File: config.mk
export PLATFORM = sky130hd
export DESIGN_NAME = fft_stage_sequencer
export DESIGN_NICKNAME = d
export VERILOG_FILES = /design/src/rtl/fft_stage_sequencer.sv
export SDC_FILE = /design/constraint.sdc
export NUM_CORES = 1
export LEC_CHECK = 0
export CAP_MARGIN = 20
export CELL_PAD_IN_SITES_DETAIL_PLACEMENT = 2
export CELL_PAD_IN_SITES_GLOBAL_PLACEMENT = 2
export CORE_ASPECT_RATIO = 2
export CORE_MARGIN = 2
export CORE_UTILIZATION = 35
export DETAILED_ROUTE_END_ITERATION = 8
export HOLD_SLACK_MARGIN = 0.02
export PLACE_DENSITY = 0.74
export SYNTH_ARGS = -nofsm -noshare
export SYNTH_HDL_FRONTEND = slang
export SYNTH_SLANG_ARGS = --single-unit
export TNS_END_PERCENT = 100
File: constraint.sdc
create_clock -name i_clk -period 4.4 [get_ports i_clk]
set_input_delay 0.88 -clock i_clk [delete_from_list [all_inputs] [get_ports i_clk]]
set_output_delay 0.88 -clock i_clk [all_outputs]
set_load 0.02 [all_outputs]
File: src/rtl/fft_stage_sequencer.sv
// fft_stage_sequencer: in-place radix-2 DIT FFT controller wrapped around an external combinational butterfly.
// Ports: i_clk/i_rst (sync active-high); i_data/i_valid/o_ready load one frame of N samples;
// o_bf_A/o_bf_B/o_twiddle feed the butterfly and i_bf_A/i_bf_B return its results;
// o_data/o_valid/i_ready stream bins out in natural order; o_busy flags the compute phase.
// Build option FFT_BITREV_EN: load in natural order (bit-reversed write address); otherwise the source supplies bit-reversed order.
module fft_stage_sequencer #(
    parameter int WORD_SZ  = 32,
    parameter int WORD_MID = 16,
    parameter int LOG2N    = 3
) (
    input  logic               i_clk,
    input  logic               i_rst,
    input  logic [WORD_SZ-1:0] i_data,
    input  logic               i_valid,
    output logic               o_ready,
    output logic [WORD_SZ-1:0] o_bf_A,
    output logic [WORD_SZ-1:0] o_bf_B,
    output logic [WORD_SZ-1:0] o_twiddle,
    input  logic [WORD_SZ-1:0] i_bf_A,
    input  logic [WORD_SZ-1:0] i_bf_B,
    output logic [WORD_SZ-1:0] o_data,
    output logic               o_valid,
    input  logic               i_ready,
    output logic               o_busy
);
    typedef enum logic [1:0] {LOAD, COMPUTE, UNLOAD} state_t;
    localparam int N  = 1 << LOG2N;
    localparam int SW = $clog2(LOG2N);
    // Twiddles of a 16-point transform; smaller N picks every (16/N)-th entry.
    localparam logic [7:0][WORD_MID-1:0] TW_RE = {
        WORD_MID'(-59), WORD_MID'(-45), WORD_MID'(-24), WORD_MID'(0),
        WORD_MID'(24),  WORD_MID'(45),  WORD_MID'(59),  WORD_MID'(64)};
    localparam logic [7:0][WORD_MID-1:0] TW_IM = {
        WORD_MID'(-24), WORD_MID'(-45), WORD_MID'(-59), WORD_MID'(-64),
        WORD_MID'(-59), WORD_MID'(-45), WORD_MID'(-24), WORD_MID'(0)};
    state_t             state_q;
    logic [LOG2N-1:0]   cnt_q, wr_addr, jw, half, pos, top, bot;
    logic [SW-1:0]      s_q;
    logic [LOG2N-2:0]   j_q;
    logic [2:0]         tw_k;
    logic [WORD_SZ-1:0] mem_q [N];
`ifdef FFT_BITREV_EN
    assign wr_addr = {<<{cnt_q}};
`else
    assign wr_addr = cnt_q;
`endif
    always_comb begin
        jw   = {1'b0, j_q};
        half = LOG2N'(1) << s_q;
        pos  = jw & (half - 1'b1);
        // Clear bit s of j by shifting it up one place: yields the top index of group j>>s.
        top  = (((jw >> s_q) << s_q) << 1) + pos;
        bot  = top + half;
        tw_k = 3'((int'(pos) << (LOG2N - 1 - int'(s_q))) << (4 - LOG2N));
    end
    assign o_ready   = state_q == LOAD;
    assign o_busy    = state_q == COMPUTE;
    assign o_valid   = state_q == UNLOAD;
    assign o_data    = o_valid ? mem_q[cnt_q] : '0;
    assign o_bf_A    = o_busy ? mem_q[top] : '0;
    assign o_bf_B    = o_busy ? mem_q[bot] : '0;
    assign o_twiddle = o_busy ? {TW_RE[tw_k], TW_IM[tw_k]} : '0;
    always_ff @(posedge i_clk) begin
        if (i_rst) begin
            state_q <= LOAD;
            cnt_q   <= '0;
            s_q     <= '0;
            j_q     <= '0;
        end else begin
            case (state_q)
                LOAD: if (i_valid) begin
                    mem_q[wr_addr] <= i_data;
                    cnt_q          <= cnt_q + 1'b1;
                    if (&cnt_q) state_q <= COMPUTE;
                end
                COMPUTE: begin
                    mem_q[top] <= i_bf_A;
                    mem_q[bot] <= i_bf_B;
                    j_q        <= j_q + 1'b1;
                    if (&j_q) begin
                        s_q <= s_q + 1'b1;
                        if (s_q == SW'(LOG2N - 1)) begin
                            s_q     <= '0;
                            state_q <= UNLOAD;
                        end
                    end
                end
                UNLOAD: if (i_ready) begin
                    cnt_q <= cnt_q + 1'b1;
                    if (&cnt_q) state_q <= LOAD;
                end
                default: state_q <= LOAD;
            endcase
        end
    end
endmodule

Word-level counts from Yosys, hierarchy flattened
Memories as Yosys holds them, arrays and structs flattened. A register that Yosys moved wholly into a read port is not among the register bits.
Cells that the tools add are included.
{ "totals": {"reg_bits": 9, "ramBits": 256, "inputBits": 100, "output_inout_bits": 131, "elab_cells": 66, "memories": 1} }
{ "mem_list": {"columns": ["memory", "depth", "word_bits", "rd", "rd_clocked_by_memory_dff", "write_ports", "line_no", "text"], "rows": [
  ["mem_q", 8, 32, 3, 1, 2, "41", "logic [WORD_SZ-1:0] mem_q [N];"]
]} }
{ "classes": {"addsub": 7, "order_cmp": 1, "n_eq_ne": 9, "shift": 4, "muxes": 31, "bitwise": 1, "n_reduce_logical": 8} }
{ "ops": {"columns": ["op", "n"], "rows": [
  ["$mux 32", 5],
  ["$bmux 16 s2", 2],
  ["$mux 16", 2],
  ["$reduce_or 32->1", 1],
  ["$shl 3x32->2", 1],
  ["$mux 3", 5],
  ["$mux 2", 7],
  ["$ne 2x1->1 const B", 5],
  ["$reduce_and 3->1", 3],
  ["$mux 1", 8],
  ["$add 3x3->3", 2],
  ["$pmux 2 s3", 1],
  ["$pmux 3 s2", 1],
  ["$reduce_and 6->1", 1],
  ["$add 2x1->2 const B", 2],
  ["$eq 2x2->1 const B", 2],
  ["$lt 3x4->1 const B", 1],
  ["$add 3x1->3 const B", 1],
  ["$and 2x3->3", 1],
  ["$shl 1x2->3 const A", 1],
  ["$shl 3x2->2", 1],
  ["$shr 2x2->3", 1],
  ["$sub 2x2->3 const A", 1],
  ["$sub 3x1->3 const B", 1],
  ["5 further kinds", 5]
]} }

Depth between registers and ports, before layout
{ "logic_depth": {"word_depth": 7, "depth_mapped": 15, "mapped_depth_nobuf": 12} }

Worst setup path before layout
No wires, ideal clock.
{ "synth_timing": {"kind": "register -> register", "from": "register s_q[1]", "to": "memory mem_q[0][0], enable pin", "setup_ns": 0.466, "t_arrival_ns": 4.374, "required_time_ns": 3.934, "slack_ns": -0.439, "stages_incl_launch_ff": 11, "path_buffers": 1, "period_less_slack_ns": 4.839, "cell_sequence": "dfxtp_1 -> inv_1 -> ha_1 -> xnor2_1 -> nand2_1 -> inv_1 -> ha_1 -> xnor2_1 -> clkbuf_1 -> a21oi_1 -> o21ai_0"} }
{ "synth_lines": {"columns": ["item", "line_no", "text"], "rows": [
  ["start, declared", "38", "logic [SW-1:0] s_q;"],
  ["start signal, assigned", "81", "s_q <= s_q + 1'b1;"],
  ["end, declared", "41", null]
]} }

Worst setup path in the final report
{ "layout_timing": {"from": "register s_q[1]", "to": "output o_bf_B[5]"} }
{ "layout_between": {"elab_chain_cells": 7, "elab_cells_between_ends": 9, "classes_between": "add/sub (3); shift (3); mux (1); bitwise (1); memory (1)"} }
{ "layout_rtl": {"columns": ["item", "line_no", "text"], "rows": [
  ["$shl 1x2->3", "49", "half = LOG2N'(1) << s_q;"],
  ["$sub 3x1->3", "50", "pos = jw & (half - 1'b1);"],
  ["$and 2x3->3", "50", null],
  ["$add 3x3->3", "52", "top = (((jw >> s_q) << s_q) << 1) + pos;"],
  ["$add 3x3->3 (*)", "53", "bot = top + half;"],
  ["$mem_v2 8x32 (*)", null, null],
  ["$mux 32 (*)", "61", "assign o_bf_B = o_busy ? mem_q[bot] : '0;"],
  ["end, declared", "17", "output logic [WORD_SZ-1:0] o_bf_B,"]
]} }
Mark *: on every way between the ends. The rest lies on a longest branch, timed or not.

==> out/results.ini <==
[synth]
ys_seq_elements=268
yosysUniqueCellTypes=44
yosysWarnings=0
synthArstFlopShare=0
avgSynthCellArea_um2=11.9
seq_area_frac_synth=0.425
netlist_area_mm2=0.0186
synth_ff_type=edfxtp_1
synth-edff-count=256
synthCells=1568

[worst_setup_path]
crit_required_ns=3.52
rrSetupSlack_ns=0.17
worstPathMaxFanout=10
path_class=reg -> out
r2r-end=mem_q[7][13]$_DFFE_PP_
cp-start-kind=flip-flop
endpoint_kind=output pin
r2r_start=s_q[1]$_SDFFE_PP0P_
reg2reg_depth=16
arrival_ns=3.93

[global_route]
grt_overflow=0
grt_max_degree=66
grt_pass1_vias=17600
grt_pass1_wl_um=121000
track_usage=0.302
antenna_found_initial=1

[min_path]
whs_path_depth=2
hold_end=state_q[0]$_SDFFE_PP0P_
hp-class=reg -> reg
hold_path.startpoint=state_q[1]$_SDFFE_PP0P_

[floorplan]
coreArea_mm2=0.0527
die_w_um=167
fp.dieH_um=330
ios=231
die_area_mm2=0.0553
row_count=119
initial_utilization=0.354

[run_status]
violations=DRC, setup timing
outcome=finished, violations left

[cts]
cts_tree=built
cts-root-buf=clkbuf_16
htree_num_levels=1
insertion_delay_ns=0.59
clockBufferDepth=3
clkTransAtPathRegs_ns=0.08
cts_made_buffers=27
clock-sinks=268

[layout]
nets=1947
drive_above_1_share=0.402
final_cells=2522
layout-area-overhead-vs-synth_pct=30.7
final_util=0.462

[detailed_routing]
routedWlPerCell_um=33.7
routed_wl_um=84900
drtIter0Drc=1343
postRouteAntennaNets=0
routed_via_density=6.22
drcViolationCount=13
first_pass_iters=9
vias=15700

[placement]
dpl.cell_count=2427
portBuffers=227
dp_hpwl_um=53800
gp_congestion=0.847
place_ws_ns=-0.436

[sta]
fin_crit_sh=1.09
hold_violations=0
max_freq_mhz=208
worst_pin_slew_ns=1.24
fin_crit_ns=4.81
grt_setup_unrepaired=true
finClkSkew_ns=0.0130
setup_ws_ns=-0.410
whs_ns=0.568
finalSetupViolCount=32
slew_headroom=0.174
finalMaxSlewViolations=0

[power_and_ir_drop]
power_density_mw_per_mm2=253
power_w=0.00618
p_leak_nw=8.72
max-vdd-ir-drop_v=0.000327

[flow_run]
drv_cap=0

==> logic make-up after synthesis <==
logic type	Yosys count	synth area share
xor gates and xnor gates	7	0.00403
DFF	268	0.425
muxes	455	0.340
buffers and inverters	167	0.0490
adders and majority gates	12	0.00845
other	1	0.000201
and+or+nand+nor	481	0.108
AOI/OAI and AO/OA	177	0.0654
==> repair_timing <==
item                                    4_1_cts  5_1_grt
resized for setup                           351       77
hold buffers                                  0        0
endpoints found under the setup margin       74       63
buffers inserted                             32       11
pin swaps                                     7        5
cloned                                        7        2
==> worst max-delay path by stage <==
| stage | slack, ns | from | end |
|---|---|---|---|
| after global routing | -0.48 | s_q[0]$_SDFFE_PP0P_ | o_bf_B[26] |
| after global placement | -0.36 | s_q[0]$_SDFFE_PP0P_ | o_bf_B[2] |
| after floorplan | -0.44 | s_q[1]$_SDFFE_PP0P_ | mem_q[0][0]$_DFFE_PP_ |
| after CTS | -0.30 | s_q[0]$_SDFFE_PP0P_ | o_bf_B[17] |
| final | -0.41 | s_q[1]$_SDFFE_PP0P_ | o_bf_B[5] |
| after detailed placement | -0.44 | s_q[0]$_SDFFE_PP0P_ | o_bf_B[2] |
==> stage by stage <==
stage / cell area, um^2 / TNS (ns)
finish: 24400 / -11.02
global placement: 22500 / -7.44
global route: 24400 / -14.10
floorplan: 18700 / -36.85
CTS: 24200 / -7.06
detailed placement: 22500 / -10.27
==> area by class of cell <==
cell class,count,area [um^2]
Inverter,7,31.3
Clock inverter,20,254
Antenna cell,1,2.50
Tap cell,665,832
Sequential cell,268,7940
Fill cell,5244,28300
Clock buffer,30,687
Multi-Input combinational cell,1136,10400
Timing Repair Buffer,395,4180
==> power by group <==
part	switching [W]	internal [W]	leakage (nW)
logic	0.000325	0.000383	5.85
registers	0.0000539	0.00283	2.41
clock network	0.00114	0.00144	0.459
==> placed cells by master (no fill, tap or decap), types with 5 or more instances in the layout <==
cell type        count
a32oi_1             32
mux2i_1             70
buf_4              111
edfxtp_1           256
bufinv_16            5
nor2_4               6
a31oi_1             44
buf_12              42
o21ai_2             19
dfxtp_1              7
o21ai_1             11
a31oi_2              5
nand2_1            333
buf_6               40
nand3_1             33
a21oi_1              5
ha_1                 8
inv_6                5
mux4_2              96
clkbuf_16           29
clkbuf_2             8
clkdlybuf4s50_1    141
mux2_4              58
dlygate4sd2_1       31
mux2_1              15
nor2_1              47
and3_1              32
mux2_2             216
clkdlybuf4s15_1     10
a31oi_4             16
a31o_2              32
==> Yosys cell counts (2+ instances only) <==
cell type | n | area share
nand2_1 | 336 | 0.068
ha_1 | 11 | 0.0074
a21oi_1 | 5 | 0.0013
buf_6 | 15 | 0.0091
a32oi_1 | 32 | 0.015
inv_1 | 7 | 0.0014
nand2b_1 | 4 | 0.0013
buf_1 | 5 | 0.0010
buf_2 | 32 | 0.0086
nor2_1 | 52 | 0.010
buf_4 | 36 | 0.014
nand2_4 | 2 | 0.0012
xnor2_1 | 5 | 0.0023
dfxtp_1 | 12 | 0.013
a31oi_1 | 65 | 0.022
nor2b_1 | 5 | 0.0017
mux4_2 | 96 | 0.12
mux2i_1 | 70 | 0.038
clkbuf_1 | 72 | 0.014
nor2_2 | 2 | 0.00067
mux2_1 | 15 | 0.0091
o22ai_1 | 2 | 0.00067
nand3_1 | 33 | 0.0089
a31o_2 | 32 | 0.015
and3_1 | 32 | 0.011
o21ai_0 | 36 | 0.0097
and2_1 | 7 | 0.0023
o21bai_1 | 2 | 0.00080
edfxtp_1 | 256 | 0.41
nor3_1 | 3 | 0.00080
mux2_2 | 216 | 0.13
mux2_4 | 58 | 0.047
==> registers in the layout, indices dropped and copies added (netlist names), named ones only <==
register,count
mem_q,256
cnt_q,3
j_q,2
s_q,2
state_q,2
==> metal layers <==
layer,GRT usage,wire length (um),part of all wire,vias up
met5,0,0,0,-
met4,0.196,5680,0.067,0
met3,0.0407,4620,0.054,292
met2,0.575,45800,0.54,754
met1,0.306,28800,0.34,8179
li1,-,-,-,6466
==> worst max-delay path, stage by stage (launching register included) <==
cell and delay [ns]:
dfxtp_2 0.38, inv_4 0.07, ha_4 0.18, xnor2_2 0.16
nand2_2 0.09, inv_2 0.07, ha_4 0.20, fa_4 0.53
xnor2_2 0.20, xnor3_2 0.40, nor2b_4 0.20, buf_12 0.15
buf_4 0.15, a31o_2 0.22, a31oi_4 0.18, buf_6 0.14
Note: power is estimated with default switching activity, not from simulation.
